File: config.mk
export PLATFORM = sky130hd
export DESIGN_NAME = wb_port_arbiter
export DESIGN_NICKNAME = d
export VERILOG_FILES = /design/src/rtl/lc3_wb_pkg.sv /design/src/rtl/rr_pick3.sv /design/src/rtl/wb_port_arbiter.sv
export SDC_FILE = /design/constraint.sdc
export NUM_CORES = 1
export LEC_CHECK = 0
export ABC_AREA = 1
export BUFFER_PORTS_ARGS = -buffer_cell sky130_fd_sc_hd__buf_2
export CAP_MARGIN = 20
export CORE_MARGIN = 2
export CORE_UTILIZATION = 46
export DETAILED_ROUTE_END_ITERATION = 8
export GPL_TIMING_DRIVEN = 0
export PLACE_DENSITY = 0.8
export SETUP_SLACK_MARGIN = 0.1
export SLEW_MARGIN = 10
export SYNTH_ARGS = -nofsm -noshare
export SYNTH_HDL_FRONTEND = slang
export SYNTH_SLANG_ARGS = --single-unit
export TNS_END_PERCENT = 50
File: constraint.sdc
create_clock -name clk -period 1.9 [get_ports clk]
set_clock_uncertainty 0.1 [all_clocks]
set_input_delay 0.38 -clock clk [delete_from_list [all_inputs] [get_ports clk]]
set_output_delay 0.38 -clock clk [all_outputs]
set_load 0.02 [all_outputs]
File: src/rtl/lc3_wb_pkg.sv
// Shared types for the writeback write-port arbiter: source-select codes
// and requester indices, also used by writeback decode and the bench.
package lc3_wb_pkg;

  localparam int DW   = 16;
  localparam int RW   = 3;
  localparam int NREQ = 3;

  localparam int REQ_ALU = 0;
  localparam int REQ_MEM = 1;
  localparam int REQ_PC  = 2;

  typedef enum logic [1:0] {
    WSEL_ALU = 2'd0,
    WSEL_MEM = 2'd1,
    WSEL_PC  = 2'd2
  } wsel_e;

  typedef struct packed {
    logic [DW-1:0] data;
    logic [RW-1:0] dr;
  } wb_req_t;

endpackage

File: src/rtl/rr_pick3.sv
// Combinational 3-way round-robin picker: search starts at the requester
// after the last grant, in ALU -> MEM -> PC order.
module rr_pick3
  import lc3_wb_pkg::*;
(
  input  logic [NREQ-1:0] req_i,
  input  logic [NREQ-1:0] last_i,
  output logic [NREQ-1:0] gnt_o
);

  always_comb begin
    gnt_o = '0;
    if (last_i[REQ_ALU]) begin
      if      (req_i[REQ_MEM]) gnt_o[REQ_MEM] = 1'b1;
      else if (req_i[REQ_PC])  gnt_o[REQ_PC]  = 1'b1;
      else if (req_i[REQ_ALU]) gnt_o[REQ_ALU] = 1'b1;
    end else if (last_i[REQ_MEM]) begin
      if      (req_i[REQ_PC])  gnt_o[REQ_PC]  = 1'b1;
      else if (req_i[REQ_ALU]) gnt_o[REQ_ALU] = 1'b1;
      else if (req_i[REQ_MEM]) gnt_o[REQ_MEM] = 1'b1;
    end else begin
      // PC last (also the reset pointer): ALU has first priority
      if      (req_i[REQ_ALU]) gnt_o[REQ_ALU] = 1'b1;
      else if (req_i[REQ_MEM]) gnt_o[REQ_MEM] = 1'b1;
      else if (req_i[REQ_PC])  gnt_o[REQ_PC]  = 1'b1;
    end
  end

endmodule

File: src/rtl/wb_port_arbiter.sv
// Arbitrates ALU / MEM-load / PC-link requesters onto the single writeback
// port. Define WB_ARB_RR_EN for round-robin; default is fixed MEM > ALU > PC.
module wb_port_arbiter
  import lc3_wb_pkg::*;
(
  input  logic          clk,
  input  logic          rst,
  input  logic          stall,
  input  logic          alu_valid,
  output logic          alu_ready,
  input  logic [DW-1:0] alu_data,
  input  logic [RW-1:0] alu_dr,
  input  logic          mem_valid,
  output logic          mem_ready,
  input  logic [DW-1:0] mem_data,
  input  logic [RW-1:0] mem_dr,
  input  logic          pc_valid,
  output logic          pc_ready,
  input  logic [DW-1:0] pc_data,
  input  logic [RW-1:0] pc_dr,
  output logic          enable_writeback,
  output logic [1:0]    W_Control,
  output logic [RW-1:0] wb_dr,
  output logic [DW-1:0] aluout,
  output logic [DW-1:0] memout,
  output logic [DW-1:0] pcout,
  output logic          busy
);

  logic [NREQ-1:0] req_vld, gnt, rdy;
  wb_req_t         req [NREQ];
  wb_req_t         win;
  wsel_e           wsel_d, wsel_q;
  logic            xfer;
  logic            en_q;
  logic [RW-1:0]   dr_q;
  logic [DW-1:0]   aluout_q, memout_q, pcout_q;

  assign req_vld[REQ_ALU] = alu_valid;
  assign req_vld[REQ_MEM] = mem_valid;
  assign req_vld[REQ_PC]  = pc_valid;
  assign req[REQ_ALU]     = '{data: alu_data, dr: alu_dr};
  assign req[REQ_MEM]     = '{data: mem_data, dr: mem_dr};
  assign req[REQ_PC]      = '{data: pc_data,  dr: pc_dr};

`ifdef WB_ARB_RR_EN
  logic [NREQ-1:0] last_q, last_d;

  rr_pick3 u_pick (
    .req_i  (req_vld),
    .last_i (last_q),
    .gnt_o  (gnt)
  );

  // Pointer moves only on an actual transfer, never on stall/idle
  assign last_d = xfer ? rdy : last_q;

  always_ff @(posedge clk) begin
    if (rst) last_q <= NREQ'(1) << REQ_PC;
    else     last_q <= last_d;
  end
`else
  always_comb begin
    gnt = '0;
    if      (req_vld[REQ_MEM]) gnt[REQ_MEM] = 1'b1;
    else if (req_vld[REQ_ALU]) gnt[REQ_ALU] = 1'b1;
    else if (req_vld[REQ_PC])  gnt[REQ_PC]  = 1'b1;
  end
`endif

  assign rdy  = gnt & {NREQ{!stall && !rst}};
  assign xfer = |rdy;

  assign alu_ready = rdy[REQ_ALU];
  assign mem_ready = rdy[REQ_MEM];
  assign pc_ready  = rdy[REQ_PC];

  always_comb begin
    win    = req[REQ_ALU];
    wsel_d = WSEL_ALU;
    if (rdy[REQ_MEM]) begin
      win    = req[REQ_MEM];
      wsel_d = WSEL_MEM;
    end else if (rdy[REQ_PC]) begin
      win    = req[REQ_PC];
      wsel_d = WSEL_PC;
    end
  end

  // Select/dr hold when idle so the DR_in mux never sees a stale-X select
  always_ff @(posedge clk) begin
    if (rst) begin
      en_q     <= 1'b0;
      wsel_q   <= WSEL_ALU;
      dr_q     <= '0;
      aluout_q <= '0;
      memout_q <= '0;
      pcout_q  <= '0;
    end else begin
      en_q <= xfer;
      if (xfer) begin
        wsel_q <= wsel_d;
        dr_q   <= win.dr;
      end
      if (rdy[REQ_ALU]) aluout_q <= win.data;
      if (rdy[REQ_MEM]) memout_q <= win.data;
      if (rdy[REQ_PC])  pcout_q  <= win.data;
    end
  end

  assign enable_writeback = en_q;
  assign busy             = en_q;
  assign W_Control        = wsel_q;
  assign wb_dr            = dr_q;
  assign aluout           = aluout_q;
  assign memout           = memout_q;
  assign pcout            = pcout_q;

  always_ff @(posedge clk) begin
    if (!rst) begin
      assert ($onehot0(rdy));
      assert (wsel_q != 2'd3);
    end
  end

endmodule

======== Word-level counts from Yosys, hierarchy flattened ========
Index checks and enable logic that the tools add are counted.
word-level totals
  memories kept ........................... 0
  bits in latches ......................... 0
  bits of input ports ..................... 63
  word-level logic and storage cells ...... 21
  RAM bits ................................ 0
  bits in registers ....................... 54
  ROM bits ................................ 0
operators by class
  eq/ne operators ......................... 0
  shifts and indexed selects .............. 0
  div/mod/pow operators ................... 0
  reductions and logical operators ........ 4
  magnitude comparators ................... 0
  multipliers ............................. 0
  bitwise gates (word level) .............. 1
  muxes and demuxes ....................... 10
  add/subtract/negate cells ............... 0
operators by type and width
  operator            number
  19-bit two-way mux  2
  1-bit two-way mux   6
  2-bit two-way mux   2
  3-bit bitwise AND   1
  3-bit OR reduction  1
  1-bit logical NOT   2
  1-bit logical AND   1

======== Longest topological paths before layout ========
Gate-level depths: netlist (run 1).
  word-level depth ........................ 6
  depth in mapped cells ................... 10
  mapped depth without buffers ............ 8

======== Least setup slack after synthesis (run 1) ========
No wires, ideal clock.
  path type ............................... input -> output
  from .................................... input rst
  to ...................................... output alu_ready
  cell stages on the path ................. 6
  required time ........................... 1.420 ns
  arrival ................................. 1.122 ns
  path buffers ............................ 3
  setup slack ............................. 0.298 ns
  cell sequence ........................... buf_4 > nor2_4 > buf_6 > nand2_1 > inv_2 > buf_2
between the ends
  word-level cells in the longest chain between the ends .. 3
RTL lines
  what                line                   RTL
  start: declaration  wb_port_arbiter.sv:7   input logic rst,
  1-bit logical NOT   --
  1-bit logical AND   wb_port_arbiter.sv:71  assign rdy = gnt & {NREQ{!stall && !rst}};
  3-bit bitwise AND   wb_port_arbiter.sv:71
  end: declaration    wb_port_arbiter.sv:10  output logic alu_ready,
Every way passes these cells.

======== Worst setup path after layout (run 1) ========
  from .................................... input rst
  to ...................................... output pc_ready
between the ends
  word-level cells in the longest chain between the ends .. 3
RTL lines
  what               line                   RTL
  1-bit logical NOT  --
  1-bit logical AND  wb_port_arbiter.sv:71
  3-bit bitwise AND  wb_port_arbiter.sv:71
  end: declaration   wb_port_arbiter.sv:18  output logic pc_ready,
Every way passes these cells.

==> results of run 1 <==
## registers in the layout, indices dropped and copies added (netlist names)
signal     flops
W_Control      2
busy           1
pcout         16
wb_dr          3
aluout        16
memout        16
## placed cells by master (no fill, tap or decap), types with 2 or more instances in the layout
master	Yosys	layout
nand2_1	76	76
nor2_4	1	2
buf_4	5	7
o21ai_0	21	21
buf_2	4	121
and2_1	3	3
buf_6	3	4
nand3_1	52	52
inv_2	3	3
inv_1	57	57
a21oi_1	20	20
nor2_1	33	33
dfxtp_1	54	54
nand4_1	16	16
clkbuf_1	11	12
clkbuf_8	0	5
## critical path, cell delays in order
cell and delay (ns):
buf_4 0.15, nor2_4 0.10, buf_6 0.14, nand3_4 0.15
inv_1 0.16, buf_2 0.18
## path summary, 6_finish.rpt
kind	start	depth (start not counted)	endpoint	slack, ns
min reg2reg	memout[1]	2	memout[1]	0.36
max	rst	6	pc_ready	0.14
min	pc_data[6]	3	pcout[6]	0.23
max reg2reg	aluout[11]	4	aluout[11]	1.09
## where the power goes
part	leakage (nW)	internal, mW	switching, mW	total [mW]
Combinational	1.37	0.140	0.221	0.361
Sequential	0.439	1.17	0.0177	1.19
Clock	0.0514	0.394	0.379	0.773
## metrics by stage
step	utilization	cell area [um^2]	setup slack, ns	total power, mW
finish	0.642	3300	0.143	2.32
global route	0.642	3300	0.0716	2.43
CTS	0.638	3280	0.0767	2.34
detailed placement	0.615	3160	0.0116	1.57
global placement	0.615	3160	0.0210	1.56
floorplan	-	2480	0.298	1.42
## cell type report
type | instances | area share
multi-input combinational | 225 | 0.315
clock buffer | 6 | 0.0220
clock inverter | 2 | 0.0114
timing repair buffer | 121 | 0.185
buffer | 24 | 0.0440
inverter | 60 | 0.0683
sequential | 54 | 0.328
tap | 70 | 0.0265
## kinds of logic (layout without fill, tap and decap cells)
group | Yosys count | after routing | share of synthesized area
AND/OR/NAND/NOR | 184 | 184 | 0.335
flip-flops | 54 | 54 | 0.436
buffers and inverters | 84 | 213 | 0.146
AO/OA/AOI/OAI | 41 | 41 | 0.0828
## per-layer routing
layer  up-vias  routed length, um
met3         9                590
met5         -                  0
met1      1237               3000
li1       1394                  -
met4         0                110
met2       110               3430
## what timing repair did
item                       in CTS  in global routing
setup endpoints to repair       2                  3
hold buffers                    0                  0
setup buffers                   0                  2
gates resized for setup         2                  2
hold endpoints to repair        0                  0
gates cloned                    0                  0
==> impl_metrics.ini, run 1 <==
[clocking]
cts_buffers = 5
root_buffer = clkbuf_8
clockBufferDepth = 2
cts_tree = yes
path_clk_slew_ns = 0.10
ctsHtreeMaxLevel = 2
clock_latency_ns = 0.31
clock_sinks = 54

[global_routing]
track_usage = 0.244
met3_usage = 0.0628
met1_usage = 0.296
grt_use_met2 = 0.428
grt_start_max_net_pins = 17
busiest_layer = met2
antenna_found_initial = 0
grt.overflow.total = 0
grt_pass1_vias = 2613
grt_pass1_wl_mm = 11.8

[worst_setup_path]
cp_data_required_time_ns = 1.42
end_kind = output port
cp.arrival_ns = 1.28
worstPathMaxFanout = 10
cp-start-kind = input pin
setup.worst_path.class = in2out

[layout]
drive_gt1_frac = 0.299
multi_input_area_um2 = 1040
regArea_um2 = 1080
antennaDiodeCount = 0
fillers = 509
area_delta_synth_final_pct = 33.2
final_nets = 554
stdcell_count = 562

[die]
core_area_um2 = 5140
rows = 26
die_h_um = 77.4
dieArea_um2 = 5990
io_pins = 121
initial_core_util = 0.482
die_w_um = 77.4

[synthesis]
synth_commonest_cells = nand2_1, inv_1, dfxtp_1
synth.area.top_cells = dfxtp_1, nand2_1, nand3_1
synthCells = 363
yosysWarnings = 0
ys.flop_type = dfxtp_1
syn-num-nets = 426
yosysMostFrequentCell = nand2_1
synth_top_cell_area_share = 0.436
yosys.area.top_type = dfxtp_1
syn_area_um2 = 2480
ys_seq_area_frac = 0.436
syn-mean-instance-area_um2 = 6.82
synth_edf_count = 0
synthArstFlopShare = 0
ys_ff_latch = 54
synth_cell_type_count = 19

[sta]
finalHoldViolations = 0
max_freq_mhz = 569
final_max_slew_viol_count = 0
rsz0062_at_grt = yes
period_share = 0.925
hold_ws_ns = 0.234
fin_crit_ns = 1.76
worstMarginPinSlew_ns = 0.566
tns_ns = 0
relSlewSlack = 0.623
setup_viol = 0

[drt]
vias = 2750
route.detailed.drc = 0
postRouteAntennaNets = 0
routed_wl_mm = 7.13
drt-wirelength-per-cell_um = 12.7
detail_route.first_pass.iterations = 5
viasPerCell = 4.89
drt_iter0_drc = 117

[pwr]
powerDensity_nw_per_um2 = 703
irDropWorstVdd_mv = 0.511
p_leak_nw = 1.86

[status]
status = finished clean

[flow_run]
cap_violations = 0

[place]
routabilityCongestion = 0.876
io_buffers = 119
place_hpwl_mm = 5.45
dpl.cell_count = 552

[min_path]
min_path_type = in2reg
No activity file was read; power rests on OpenSTA's default activity.
==> run 2, diff against run 1 <==
--- a/config.mk
+++ b/config.mk
@@ -9,10 +9,10 @@
 export BUFFER_PORTS_ARGS = -buffer_cell sky130_fd_sc_hd__buf_2
 export CAP_MARGIN = 20
 export CORE_MARGIN = 2
-export CORE_UTILIZATION = 46
+export CORE_UTILIZATION = 45
 export DETAILED_ROUTE_END_ITERATION = 8
 export GPL_TIMING_DRIVEN = 0
-export PLACE_DENSITY = 0.8
+export PLACE_DENSITY = 0.78
 export SETUP_SLACK_MARGIN = 0.1
 export SLEW_MARGIN = 10
 export SYNTH_ARGS = -nofsm -noshare
==> impl_metrics.ini, run 2 (synthesized netlist as in run 1, its figures left out) <==
[min_path]
min_path_type = in2reg

[layout]
final_common_cell = buf_2
final_cell_mix = buf_2, nand2_1, inv_1
antennaDiodeCount = 0
fin_area_um2 = 3280
final_nets = 552
drive_gt1_frac = 0.300
final_util = 0.606
area_delta_synth_final_pct = 32.2

[worst_setup_path]
setup.worst_path.class = in2out
cp_data_required_time_ns = 1.42
worstPathMaxFanout = 10
end_kind = output port
cp-start-kind = input pin
cp.arrival_ns = 1.28

[place]
placed_area_um2 = 3160
routabilityCongestion = 0.862
place_hpwl_mm = 5.35
io_buffers = 119

[sta]
setup_viol = 0
worstMarginPinSlew_ns = 0.542
fin_crit_ns = 1.76
hold_ws_ns = 0.227
finalHoldViolations = 0
max_freq_mhz = 569
period_share = 0.925
relSlewSlack = 0.639
final_max_slew_viol_count = 0
tns_ns = 0
rsz0062_at_grt = yes

[drt]
route.detailed.drc = 0
vias = 2692
drt_iter0_drc = 71
postRouteAntennaNets = 0
drt-wirelength-per-cell_um = 12.1
routed_wl_mm = 6.82
detail_route.first_pass.iterations = 4
viasPerCell = 4.79

[global_routing]
antenna_found_initial = 0
grt.overflow.total = 0
track_usage = 0.220
grt_pass1_vias = 2516
grt_pass1_wl_mm = 10.9
grt_start_max_net_pins = 20

[clocking]
clockBufferDepth = 2
clock_sinks = 54
cts_buffers = 5
clock_latency_ns = 0.30
ctsHtreeMaxLevel = 2
path_clk_slew_ns = 0.11
postCtsSetupBuffers = 0
root_buffer = clkbuf_8
cts_tree = yes

[pwr]
pwr-share-seq = 0.535
pwr-share-comb = 0.162
powerDensity_nw_per_um2 = 678
irDropWorstVdd_mv = 0.506
p_sw_frac = 0.288
internal_power_mw = 1.58
power_mw = 2.22
p_leak_nw = 1.85
clkPwrFrac = 0.303
power.switching_mw = 0.639

[die]
rows = 27
core_area_um2 = 5410
die_w_um = 78.2
dieArea_um2 = 6110
initial_core_util = 0.458
die_h_um = 78.2
io_pins = 121

[flow_run]
cap_violations = 0

[status]
status = finished clean
## run 2: changes by cell type in the layout (fill, tap and decap cells not counted), sizes merged
cell | before | now
inv | 60 | 62
buf | 133 | 131
bufinv | 1 | 0
clkbuf | 18 | 17
## run 2: per-stage QoR
| stage | std cells | setup slack, ns |
|---|---|---|
| after floorplan | 363 | 0.298 |
| after global placement | 554 | 0.0212 |
| after detailed placement | 554 | 0.0127 |
| after CTS | 562 | 0.0791 |
| after global routing | 562 | 0.0718 |
| final | 562 | 0.142 |
## run 2: path summary, 6_finish.rpt
path	depth (start not counted)	slack, ns	startpoint	end
min	3	0.23	mem_data[0]	memout[0]
max reg2reg	4	1.10	aluout[6]	aluout[6]
min reg2reg	2	0.37	memout[10]	memout[10]
max	7	0.14	rst	alu_ready
## run 2: area by class of cell
type	count	area [um^2]
clock inverter	3	27.5
buffer	24	145
tap	72	90.1
sequential	54	1080
timing repair buffer	119	598
multi-input combinational	225	1040
clock buffer	5	68.8
fill	548	2130
inverter	60	225
## run 2: routing by layer
layer,track usage,vias up,share of wire
li1,-,1392,-
met1,0.270,1203,0.43
met2,0.386,85,0.49
met3,0.0437,12,0.060
met4,0.0737,0,0.019
met5,0,-,0
## run 2: power by group through the flow
stage          combinational [mW]  clock (mW)  sequential [mW]
5_1_grt                     0.400       0.733             1.19
4_1_cts                     0.360       0.699             1.19
2_1_floorplan               0.162           0             1.26
3_5_place_dp                0.358           0             1.21
3_3_place_gp                0.351           0             1.21
6_report                    0.361       0.674             1.19
## run 2: worst max-delay path: stages
cell and delay, ns:
buf_4 0.15, nor2_4 0.11, buf_6 0.15, nand2_1 0.07, inv_2 0.11, buf_6 0.16, buf_4 0.15
## run 2: timing repair
item                                    4_1_cts  5_1_grt
gates resized for setup                       2        4
hold buffers                                  0        0
endpoints found under the setup margin        2        3
==> run 3, diff against run 2 <==
--- a/config.mk
+++ b/config.mk
@@ -5,14 +5,13 @@
 export SDC_FILE = /design/constraint.sdc
 export NUM_CORES = 1
 export LEC_CHECK = 0
-export ABC_AREA = 1
 export BUFFER_PORTS_ARGS = -buffer_cell sky130_fd_sc_hd__buf_2
 export CAP_MARGIN = 20
 export CORE_MARGIN = 2
-export CORE_UTILIZATION = 45
+export CORE_UTILIZATION = 44
 export DETAILED_ROUTE_END_ITERATION = 8
 export GPL_TIMING_DRIVEN = 0
-export PLACE_DENSITY = 0.78
+export PLACE_DENSITY = 0.76
 export SETUP_SLACK_MARGIN = 0.1
 export SLEW_MARGIN = 10
 export SYNTH_ARGS = -nofsm -noshare
==> impl_metrics.ini, run 3 <==
[pwr]
p_leak_nw = 1.52
irDropWorstVdd_mv = 0.402
powerDensity_nw_per_um2 = 759
power_mw = 2.29

[clocking]
cts_tree = yes
post_cts_resized = 0
clockBufferDepth = 2
root_buffer = clkbuf_8
clock_sinks = 54
path_clk_slew_ns = 0.09
postCtsHoldBufs = 0
clock_latency_ns = 0.30
ctsHtreeMaxLevel = 2
cts_buffers = 5

[sta]
period_share = 0.926
rsz0062_at_grt = yes
worstMarginPinSlew_ns = 0.442
setup_viol = 0
finalHoldViolations = 0
fin_crit_ns = 1.76
final_max_slew_viol_count = 0
relSlewSlack = 0.706
max_freq_mhz = 568
tns_ns = 0

[drt]
viasPerCell = 4.55
drt_iter0_drc = 32
drt-wirelength-per-cell_um = 11.8
vias = 1878
routed_wl_mm = 4.88
detail_route.first_pass.iterations = 4
postRouteAntennaNets = 0
route.detailed.drc = 0

[min_path]
min_path_type = in2reg

[layout]
drive_gt1_frac = 0.474
area_delta_synth_final_pct = 37.1
final_nets = 408
antennaDiodeCount = 0
final_common_cell = buf_2
final_cell_mix = buf_2, dfxtp_1, nand2_1

[place]
place_hpwl_mm = 3.77
io_buffers = 118
routabilityCongestion = 0.736

[worst_setup_path]
max_stage_delay_ns = 0.20
setup.worst_path.class = in2out
end_kind = output port
slowest_stage = nor3b_2
crit_path_cell_trace = buf_2 > buf_6 > nor3b_2 > buf_6 > buf_8 > buf_2
cp_top_family = buffers and inverters
cp-start-kind = input pin
cp.arrival_ns = 1.28
worstPathMaxFanout = 10
critPathBufInv = 5
cp_data_required_time_ns = 1.42

[die]
core_area_um2 = 4790
die_w_um = 74.8
rows = 25
io_pins = 121
initial_core_util = 0.460
die_h_um = 74.8
dieArea_um2 = 5590

[synthesis]
synthCells = 217
yosysMostFrequentCell = dfxtp_1
ys_ff_latch = 54
yosysWarnings = 0
yosys.area.top_type = dfxtp_1
ys_seq_area_frac = 0.491
synth_cell_type_count = 27
synth_edf_count = 0
ys.flop_type = dfxtp_1
synth_top_cell_area_share = 0.491
synth_commonest_cells = dfxtp_1, nand2_1, nor2_1
syn-num-nets = 280
syn_area_um2 = 2200
syn-mean-instance-area_um2 = 10.2
synthArstFlopShare = 0
synth.area.top_cells = dfxtp_1, mux2i_1, mux2_4

[global_routing]
antenna_found_initial = 0
grt_pass1_wl_mm = 7.51
track_usage = 0.171
grt_start_max_net_pins = 18
grt.overflow.total = 0
grt_pass1_vias = 1811

[flow_run]
cap_violations = 0

[status]
status = finished clean
==> run 3: changes by cell type in the layout (fill, tap and decap cells not counted), moves of 6 or more <==
cell	before	now
inv_1	56	4
nand3_1	52	0
nand2_1	76	32
o21ai_0	21	2
nor2b_1	0	17
mux2i_1	0	16
nand4_1	16	0
nor2_1	33	19
clkbuf_1	11	1
mux2_4	0	9
mux2_2	0	7
a221oi_1	0	6
nand2b_1	0	6
==> run 3: cells by family (layout without fill, tap and decap cells) <==
kind of cell    count (synthesis)  count (layout)  synth area share
compound gates                 26              26            0.0698
buf+inv                        20             149            0.0647
flops                          54              54             0.491
mux                            32              32             0.170
simple gates                   85              85             0.205
==> run 3: power by group <==
group	internal, mW	total (mW)	switching [mW]
combinational	0.144	0.309	0.166
clock	0.434	0.797	0.363
sequential	1.17	1.19	0.0180
==> run 3: metal layers <==
metal	track usage	share of wire	wire length, um	vias to the layer above
met2	0.310	0.49	2370	70
met4	0.0556	0.0086	42	0
met1	0.195	0.43	2100	835
met5	0	0	0	-
met3	0.0469	0.074	361	5
li1	-	-	-	968
==> run 3: layout make-up <==
cell class / count / area (um^2)
plain buffers: 16 / 128
clock buffers: 6 / 82.6
clock inverters: 2 / 38.8
fillers: 432 / 1760
inverters: 4 / 15.0
multi-input cells: 143 / 980
flip-flops and latches: 54 / 1080
well taps: 67 / 83.8
repair buffers: 121 / 613
==> run 3: worst paths after layout <==
path               startpoint        end  slack [ns]  cells past startpoint
setup / recovery        stall  mem_ready        0.14                      6
hold reg to reg     aluout[7]  aluout[7]        0.36                      2
setup reg to reg     pcout[7]   pcout[7]        0.98                      2
hold / removal    pc_data[13]  pcout[13]        0.20                      2
==> run 3: what timing repair did <==
item,CTS,global route
endpoints found under the setup margin,2,2
hold endpoints to repair,0,0
pin swaps,0,0
setup buffers,1,2
==> run 3: through the flow <==
stage | cell area [um^2] | std cells | hold slack, ns | utilization | setup WS (ns)
after floorplan | 2200 | 217 | 0.415 | - | 0.246
after global placement | 2880 | 402 | 0.339 | 0.601 | 0.0456
after detailed placement | 2880 | 402 | 0.346 | 0.601 | 0.0367
after CTS | 3010 | 411 | 0.193 | 0.628 | 0.0724
after global routing | 3020 | 413 | 0.186 | 0.631 | 0.0794
final | 3020 | 413 | 0.201 | 0.631 | 0.141
==> run 3: worst register-to-register path: cells and delay by family (launching register included) <==
family           cells  cell delay, ns
DFF                  1            0.32
muxes                1            0.27
and+or+nand+nor      1            0.13
